===== config.mk =====
export PLATFORM = sky130hd
export DESIGN_NAME = instruction_fetch_buffer
export DESIGN_NICKNAME = d
export VERILOG_FILES = /design/src/rtl/instruction_fetch_buffer.sv
export SDC_FILE = /design/constraint.sdc
export NUM_CORES = 1
export LEC_CHECK = 0
export ABC_AREA = 0
export CORE_AREA = 2 2 113 115
export DETAILED_ROUTE_END_ITERATION = 7
export DIE_AREA = 0 0 115 117
export DONT_BUFFER_PORTS = 1
export PLACE_DENSITY_LB_ADDON = 0.2
export RECOVER_POWER = 25
export SLEW_MARGIN = 15
export SYNTH_ARGS = -nofsm -noshare
export SYNTH_HDL_FRONTEND = slang
export SYNTH_SLANG_ARGS = --single-unit

===== constraint.sdc =====
create_clock -name clk -period 13.8 [get_ports clk]
set_input_delay 2.76 -clock clk [delete_from_list [all_inputs] [get_ports clk]]
set_output_delay 2.76 -clock clk [all_outputs]
set_load 0.02 [all_outputs]

===== src/rtl/instruction_fetch_buffer.sv =====
// Prefetch stage ahead of decode: single-outstanding word reads into a small PC-tagged FIFO,
// with redirect handling, in-flight discard and fetch-fault reporting.
//
// state   | meaning
// IDLE    | no read outstanding; waiting for FIFO space, or halted
// REQUEST | read outstanding; response will be pushed
// DISCARD | read outstanding across a redirect; response will be dropped
module instruction_fetch_buffer #(
    parameter logic [31:0] RESET_ADDRESS = 32'h0000_0000,
    parameter int          DEPTH         = 2
) (
    input  logic        clk,
    input  logic        rst_n,
    input  logic        jumpEnable,
    input  logic [31:0] jumpAddress,
    input  logic        advance,
    output logic [31:0] currentInstruction,
    output logic [31:0] currentPC,
    output logic        stall,
    output logic        fetchFault,
    output logic [31:0] memoryAddress,
    output logic        memoryRequest,
    input  logic        memoryAck,
    input  logic [31:0] memoryReadData,
    input  logic        memoryBusError
);

    localparam int PTR_W = $clog2(DEPTH);
    localparam int CNT_W = PTR_W + 1;

    localparam logic [1:0] IDLE    = 2'd0;
    localparam logic [1:0] REQUEST = 2'd1;
    localparam logic [1:0] DISCARD = 2'd2;

    logic [1:0]       state;
    logic [1:0]       stateNext;
    logic [31:0]      fetchPC;
    logic             halted;
    logic [PTR_W-1:0] rdPtr;
    logic [PTR_W-1:0] wrPtr;
    logic [CNT_W-1:0] count;
    logic [CNT_W-1:0] countNext;

    logic [31:0]      fifoData [DEPTH];
    logic [31:0]      fifoPC   [DEPTH];
    logic [DEPTH-1:0] fifoFault;

    logic isEmpty;
    logic doPush;
    logic doPop;
    logic spaceLeft;
    logic misalignHalt;

    assign isEmpty   = (count == '0);
    assign doPush    = (state == REQUEST) && memoryAck && !jumpEnable;
    assign doPop     = advance && !isEmpty && !jumpEnable;
    assign countNext = count + CNT_W'(doPush) - CNT_W'(doPop);
    assign spaceLeft = (countNext < CNT_W'(DEPTH));

    // fetchPC can only become misaligned through a redirect, so this separates
    // a misaligned-target halt from a bus-error halt
    assign misalignHalt = halted && (fetchPC[1:0] != 2'b00);

    always_comb begin
        stateNext = state;
        case (state)
            IDLE: begin
                if (jumpEnable) begin
                    stateNext = (jumpAddress[1:0] == 2'b00) ? REQUEST : IDLE;
                end else if (!halted && spaceLeft) begin
                    stateNext = REQUEST;
                end
            end
            REQUEST: begin
                if (jumpEnable) begin
                    stateNext = memoryAck ? IDLE : DISCARD;
                end else if (memoryAck) begin
                    stateNext = (spaceLeft && !memoryBusError) ? REQUEST : IDLE;
                end
            end
            DISCARD: begin
                if (memoryAck) begin
                    stateNext = IDLE;
                end
            end
            default: stateNext = IDLE;
        endcase
    end

    always_ff @(posedge clk or negedge rst_n) begin
        if (!rst_n) begin
            state   <= IDLE;
            fetchPC <= RESET_ADDRESS;
            halted  <= 1'b0;
            rdPtr   <= '0;
            wrPtr   <= '0;
            count   <= '0;
        end else begin
            state <= stateNext;
            if (jumpEnable) begin
                fetchPC <= jumpAddress;
                halted  <= (jumpAddress[1:0] != 2'b00);
                rdPtr   <= '0;
                wrPtr   <= '0;
                count   <= '0;
            end else begin
                count <= countNext;
                if (doPush) begin
                    fetchPC <= fetchPC + 32'd4;
                    wrPtr   <= wrPtr + 1'b1;
                    if (memoryBusError) begin
                        halted <= 1'b1;
                    end
                end
                if (doPop) begin
                    rdPtr <= rdPtr + 1'b1;
                end
            end
        end
    end

    always_ff @(posedge clk) begin
        if (doPush) begin
            fifoData[wrPtr]  <= memoryReadData;
            fifoPC[wrPtr]    <= fetchPC;
            fifoFault[wrPtr] <= memoryBusError;
        end
    end

    assign memoryRequest      = (state == REQUEST) || (state == DISCARD);
    assign memoryAddress      = fetchPC;
    assign stall              = isEmpty;
    assign currentInstruction = isEmpty ? 32'h0 : fifoData[rdPtr];
    assign currentPC          = isEmpty ? (misalignHalt ? fetchPC : 32'h0) : fifoPC[rdPtr];
    assign fetchFault         = isEmpty ? misalignHalt : fifoFault[rdPtr];

endmodule


* After elaboration in Yosys (flattened, before gate mapping)
Memories as Yosys holds them, arrays and structs flattened.
Index checks and enable logic that the tools add are counted.
W data, S select, Z words.
** Storage, ports and cells
- Flip-flop bits (word level) :: 41
- Latch bits :: 0
- RAM bits :: 128
- Memory bits (read-only) :: 0
- Bits of input ports :: 70
- Memories :: 2
** Cells by class
- Add/subtract/negate cells :: 5
- $mul :: 0
- Div/mod/pow operators :: 0
- $lt $le $gt $ge :: 4
- Eq/ne operators :: 5
- Shifts and indexed selects :: 0
- Muxes and demuxes :: 30
- Bitwise logic cells :: 0
- Reduce and logical (&&, ||, !) cells :: 23
** Memory list
- fifoData :: depth 2, bits a word 32, read ports 1, clocked after Yosys merged registers in 0, wr ports 1, RTL line 44 : logic [31:0] fifoData [DEPTH];
- fifoPC :: depth 2, bits a word 32, read ports 1, clocked after Yosys merged registers in 0, wr ports 1, RTL line 45 : logic [31:0] fifoPC [DEPTH];
** Operators with widths (count)
- $mux W32 :: 5
- $add A32 B3 Y32 const B :: 1
- $mux W1 :: 15
- $mux W2 :: 7
- $reduce_bool A2 Y1 :: 5
- $logic_and A1 B1 Y1 :: 8
- $logic_not A2 Y1 :: 3
- $ne A3 B3 Y1 const B :: 2
- $pmux W2 S3 :: 1
- $logic_not A1 Y1 :: 4
- $lt A1 B2 Y1 const B :: 2
- $reduce_and A3 Y1 :: 1
- $add A1 B1 Y1 const B :: 2
- $add A2 B1 Y2 :: 1
- $bwmux W2 :: 1
- $eq A2 B1 Y1 const B :: 1
- $eq A2 B2 Y1 const B :: 1
- $lt A2 B2 Y1 const B :: 1
- $ne A2 B2 Y1 const B :: 1
- $reduce_and A2 Y1 :: 1
- $sub A2 B1 Y2 :: 1
- $demux W1 S1 :: 1
- $ge A1 B1 Y1 const B :: 1
- $logic_or A1 B1 Y1 :: 1

* Depth between registers and ports, before layout
- Depth after elaboration :: 11
- Mapped depth :: 12

* Worst setup path after synthesis
No wires, ideal clock.
- Path type :: input-to-reg
- Start point :: input memoryAck
- End point :: memory fifoData[0][0] (enable)
- Library setup time :: 0.488 ns
- Data arrival time :: 5.981 ns
- Data required time :: 13.312 ns
- Setup slack :: 7.331 ns
- Cell stages on the path :: 4
- Cells stage by stage :: and2_1 > clkbuf_1 > nand2b_1 > nor2_1
** Between the ends
- Word-level cells in the longest chain between the ends :: 4
** RTL lines
- from (decl) :: RTL line 23 : input logic memoryAck,
- $logic_and A1 B1 Y1 (2 in a row) :: RTL line 55 : assign doPush = (state == REQUEST) && memoryAck && !jumpEnable;
- $mux W1 :: RTL line 123 : if (doPush) begin
- $mux W1 (not written as such) :: RTL line 124 : fifoData[wrPtr] <= memoryReadData;
- to (decl) :: RTL line 44
No other way between the ends.

* Worst setup path after layout
- Start point :: register fetchPC[0], in the netlist memoryAddress[0]
- End point :: output currentPC[27]
** Between the ends
- Word-level cells in the longest chain between the ends :: 4
** RTL lines
- from (decl) :: RTL line 37 : logic [31:0] fetchPC;
- from (signal assigned) :: RTL line 101 : fetchPC <= jumpAddress;
- from (signal assigned) :: RTL line 109 : fetchPC <= fetchPC + 32'd4;
- $reduce_bool A2 Y1 :: RTL line 62 : assign misalignHalt = halted && (fetchPC[1:0] != 2'b00);
- $logic_and A1 B1 Y1 :: RTL line 62
- $mux W32 (2 in a row) :: RTL line 134 : assign currentPC = isEmpty ? (misalignHalt ? fetchPC : 32'h0) : fifoPC[rdPtr];
- to (decl) :: RTL line 18 : output logic [31:0] currentPC,
No other way between the ends.

==> flow_summary.yaml <==
critical_path:
  worst_setup_path_endpoint: "currentPC[27]"
  rrSetupSlack_ns: 10.89
  crit_arrival_ns: 2.78
  r2r-start: "state[1]$_DFFE_PN0P_"
  cp.required_ns: 11.04
  crit_start: "memoryAddress[0]$_DFFE_PN0P_"
  crit_fanout: 16
  r2r-end: "state[0]$_DFFE_PN0P_"
  cp-end-kind: "output pin"
  start_kind: "flip-flop"
  worstSetupPathType: "reg -> out"
  r2r_cells: 11
global_route:
  grt_pass1_vias: 4017
  grt_max_degree: 72
  grt.total_usage_pct: 21.7
  antenna_found_initial: 0
  overflow: 0
  grt_pass1_wl_mm: 21.7
job:
  cap_violations: 0
final_layout:
  antenna_cells: 0
  layout.nets: 620
  nFillCells: 908
  seqCellArea_um2: 4880
  design_area_um2: 7930
  area.growth.synth_to_final_pct: 9.52
  drive_gt1_share_pct: 8.44
  postLayoutCoreUtil_pct: 64.4
  multiInputGateArea_um2: 2250
cts:
  clkTransAtPathRegs_ns: 0.06
  cts.htree.levels: 4
  clkSinkCount: 169
  cts_root_buf: "clkbuf_16"
  cts_tree: "done"
  post-cts-setup-buffer-count: 0
  cts_resized: 0
  postCtsHoldBufs: 0
  clock_latency_ns: 0.42
  cts-buffers-inserted: 17
  cts.path.max_buffers: 2
sta:
  rsz0062_at_grt: "no"
  fin_skew_ns: 0.00944
  clock.fmax_mhz: 180
  max_slew.worst_pin.slew_ns: 1.16
  slew_headroom_pct: 22.7
  period_share_pct: 40.2
  layout_min_cycle_time_ns: 5.54
  tns_ns: 0
  setup_viol: 0
  hold_violations: 0
  slew_violations: 0
routing:
  wl_mm: 14.5
  viasPerCell: 6.00
  vias: 4244
  drc_errors: 0
  ant_nets: 0
  drt_iter0_drc: 315
  drtPass1Iterations: 4
  wl_per_cell_um: 20.5
place:
  hpwlAfterDp_mm: 9.42
  portBuffers: 0
  gp_congestion: 0.760
  place_area_um2: 7370
die:
  dieArea_um2: 13500
  initial_core_util_pct: 58.8
  die_h_um: 117
  fp.dieW_um: 115
  num_rows: 41
  ioPinCount: 169
  placeableCoreArea_um2: 12300
logic_synthesis:
  synth_top_area_share_pct: 53.9
  synth.avg_cell_area_um2: 13.2
  synth_area_leaders: "edfxtp_1, dfrtp_1, mux2i_1"
  ys_top_cells_by_count: "edfxtp_1, mux2i_1, nand2_1"
  ys_seq_elements: 169
  ys_seq_area_share_pct: 67.4
  synth_edf_count: 130
  syn_inst: 548
  yosysWarnings: 0
  synth_cell_types: 34
  synth_nets: 624
  synth_area_um2: 7240
  yosysMostFrequentCell: "edfxtp_1"
  ys.flop_type: "edfxtp_1"
  ys_async_sr_fraction_pct: 23.1
  yosysTopAreaCell: "edfxtp_1"
power:
  ir_drop_mv: 0.0747
  power.density_nw_per_um2: 169
  total_power_mw: 1.34
  leakagePower_nw: 2.66
status:
  status: "complete, no violations"
hold_path:
  hold_class: "reg -> reg"
-- where the power goes --
part / total (mW) / switching, mW / internal (mW) / leakage (nW)
registers: 0.665 / 0.0674 / 0.598 / 1.66
logic: 0.268 / 0.190 / 0.0778 / 0.749
clock network: 0.410 / 0.177 / 0.233 / 0.256
-- worst min path at each step --
stage,start,to,slack [ns],cells after the start
2_1_floorplan,wrPtr$_DFFE_PN0P_,wrPtr$_DFFE_PN0P_,0.53,2
3_3_place_gp,state[1]$_DFFE_PN0P_,state[1]$_DFFE_PN0P_,0.57,2
3_5_place_dp,state[1]$_DFFE_PN0P_,state[1]$_DFFE_PN0P_,0.60,2
4_1_cts,state[1]$_DFFE_PN0P_,state[1]$_DFFE_PN0P_,0.61,2
5_1_grt,state[0]$_DFFE_PN0P_,state[0]$_DFFE_PN0P_,0.64,2
6_report,state[1]$_DFFE_PN0P_,state[1]$_DFFE_PN0P_,0.61,2
-- registers in the layout (all words and copies together), names as in the netlist --
register and flops:
state 2, memoryAddress 32, halted 1, fifoPC 64, count 2, rdPtr 1
wrPtr 1, fifoFault 2, fifoData 64
-- through the flow --
step,worst slack [ns],std cells,hold slack [ns]
2_1_floorplan,7.33,548,0.532
3_3_place_gp,8.74,673,0.571
3_5_place_dp,8.65,673,0.602
4_1_cts,8.16,705,0.610
5_1_grt,8.07,707,0.642
6_report,8.26,707,0.613
-- cells in the final DEF (no fill, tap or decap), types with 2 or more instances in the layout --
cell type,instances
and2_1,3
nor2_1,45
inv_1,6
and3_1,6
edfxtp_1,130
nor3_2,2
nand4_1,13
a21oi_1,2
clkinv_2,6
mux2i_1,68
nor2_4,3
ha_1,6
buf_4,4
dfrtp_1,38
mux2_2,4
nand2_1,66
o21ai_0,58
o21ai_1,6
clkbuf_16,17
clkbuf_1,5
nor4_1,3
xor2_1,23
xnor2_1,10
nand3_1,13
-- metal layers --
layer,track usage (%),part of all wire [%],up-vias
met5,0,0,-
met4,8.19,1.2,0
met3,7.05,7.9,14
met2,35.5,51,155
met1,27.4,40,2090
li1,-,-,1985
-- worst max-delay path, cell delays in order, from the launching register on --
cell     delay (ns)
dfrtp_1        0.54
o21ai_0        0.21
nor3_2         0.85
buf_4          0.38
nand2_1        0.09
o21ai_0        0.29
-- cell type report --
class | count | area share (%)
Tap cell | 150 | 2.37
Timing Repair Buffer | 6 | 0.979
Clock buffer | 23 | 5.78
Sequential cell | 169 | 61.6
Inverter | 6 | 0.284
Multi-Input combinational cell | 344 | 28.3
Clock inverter | 9 | 0.647
-- cells by family after synthesis --
kind of cell | count (synthesis) | synth area share, %
mux | 72 | 10.0
fa+ha+maj | 6 | 1.04
buf+inv | 35 | 1.92
flops | 169 | 67.4
xor+xnor | 33 | 3.99
simple gates | 163 | 10.6
compound gates | 70 | 5.01
Note: power is estimated with default switching activity, not from simulation.
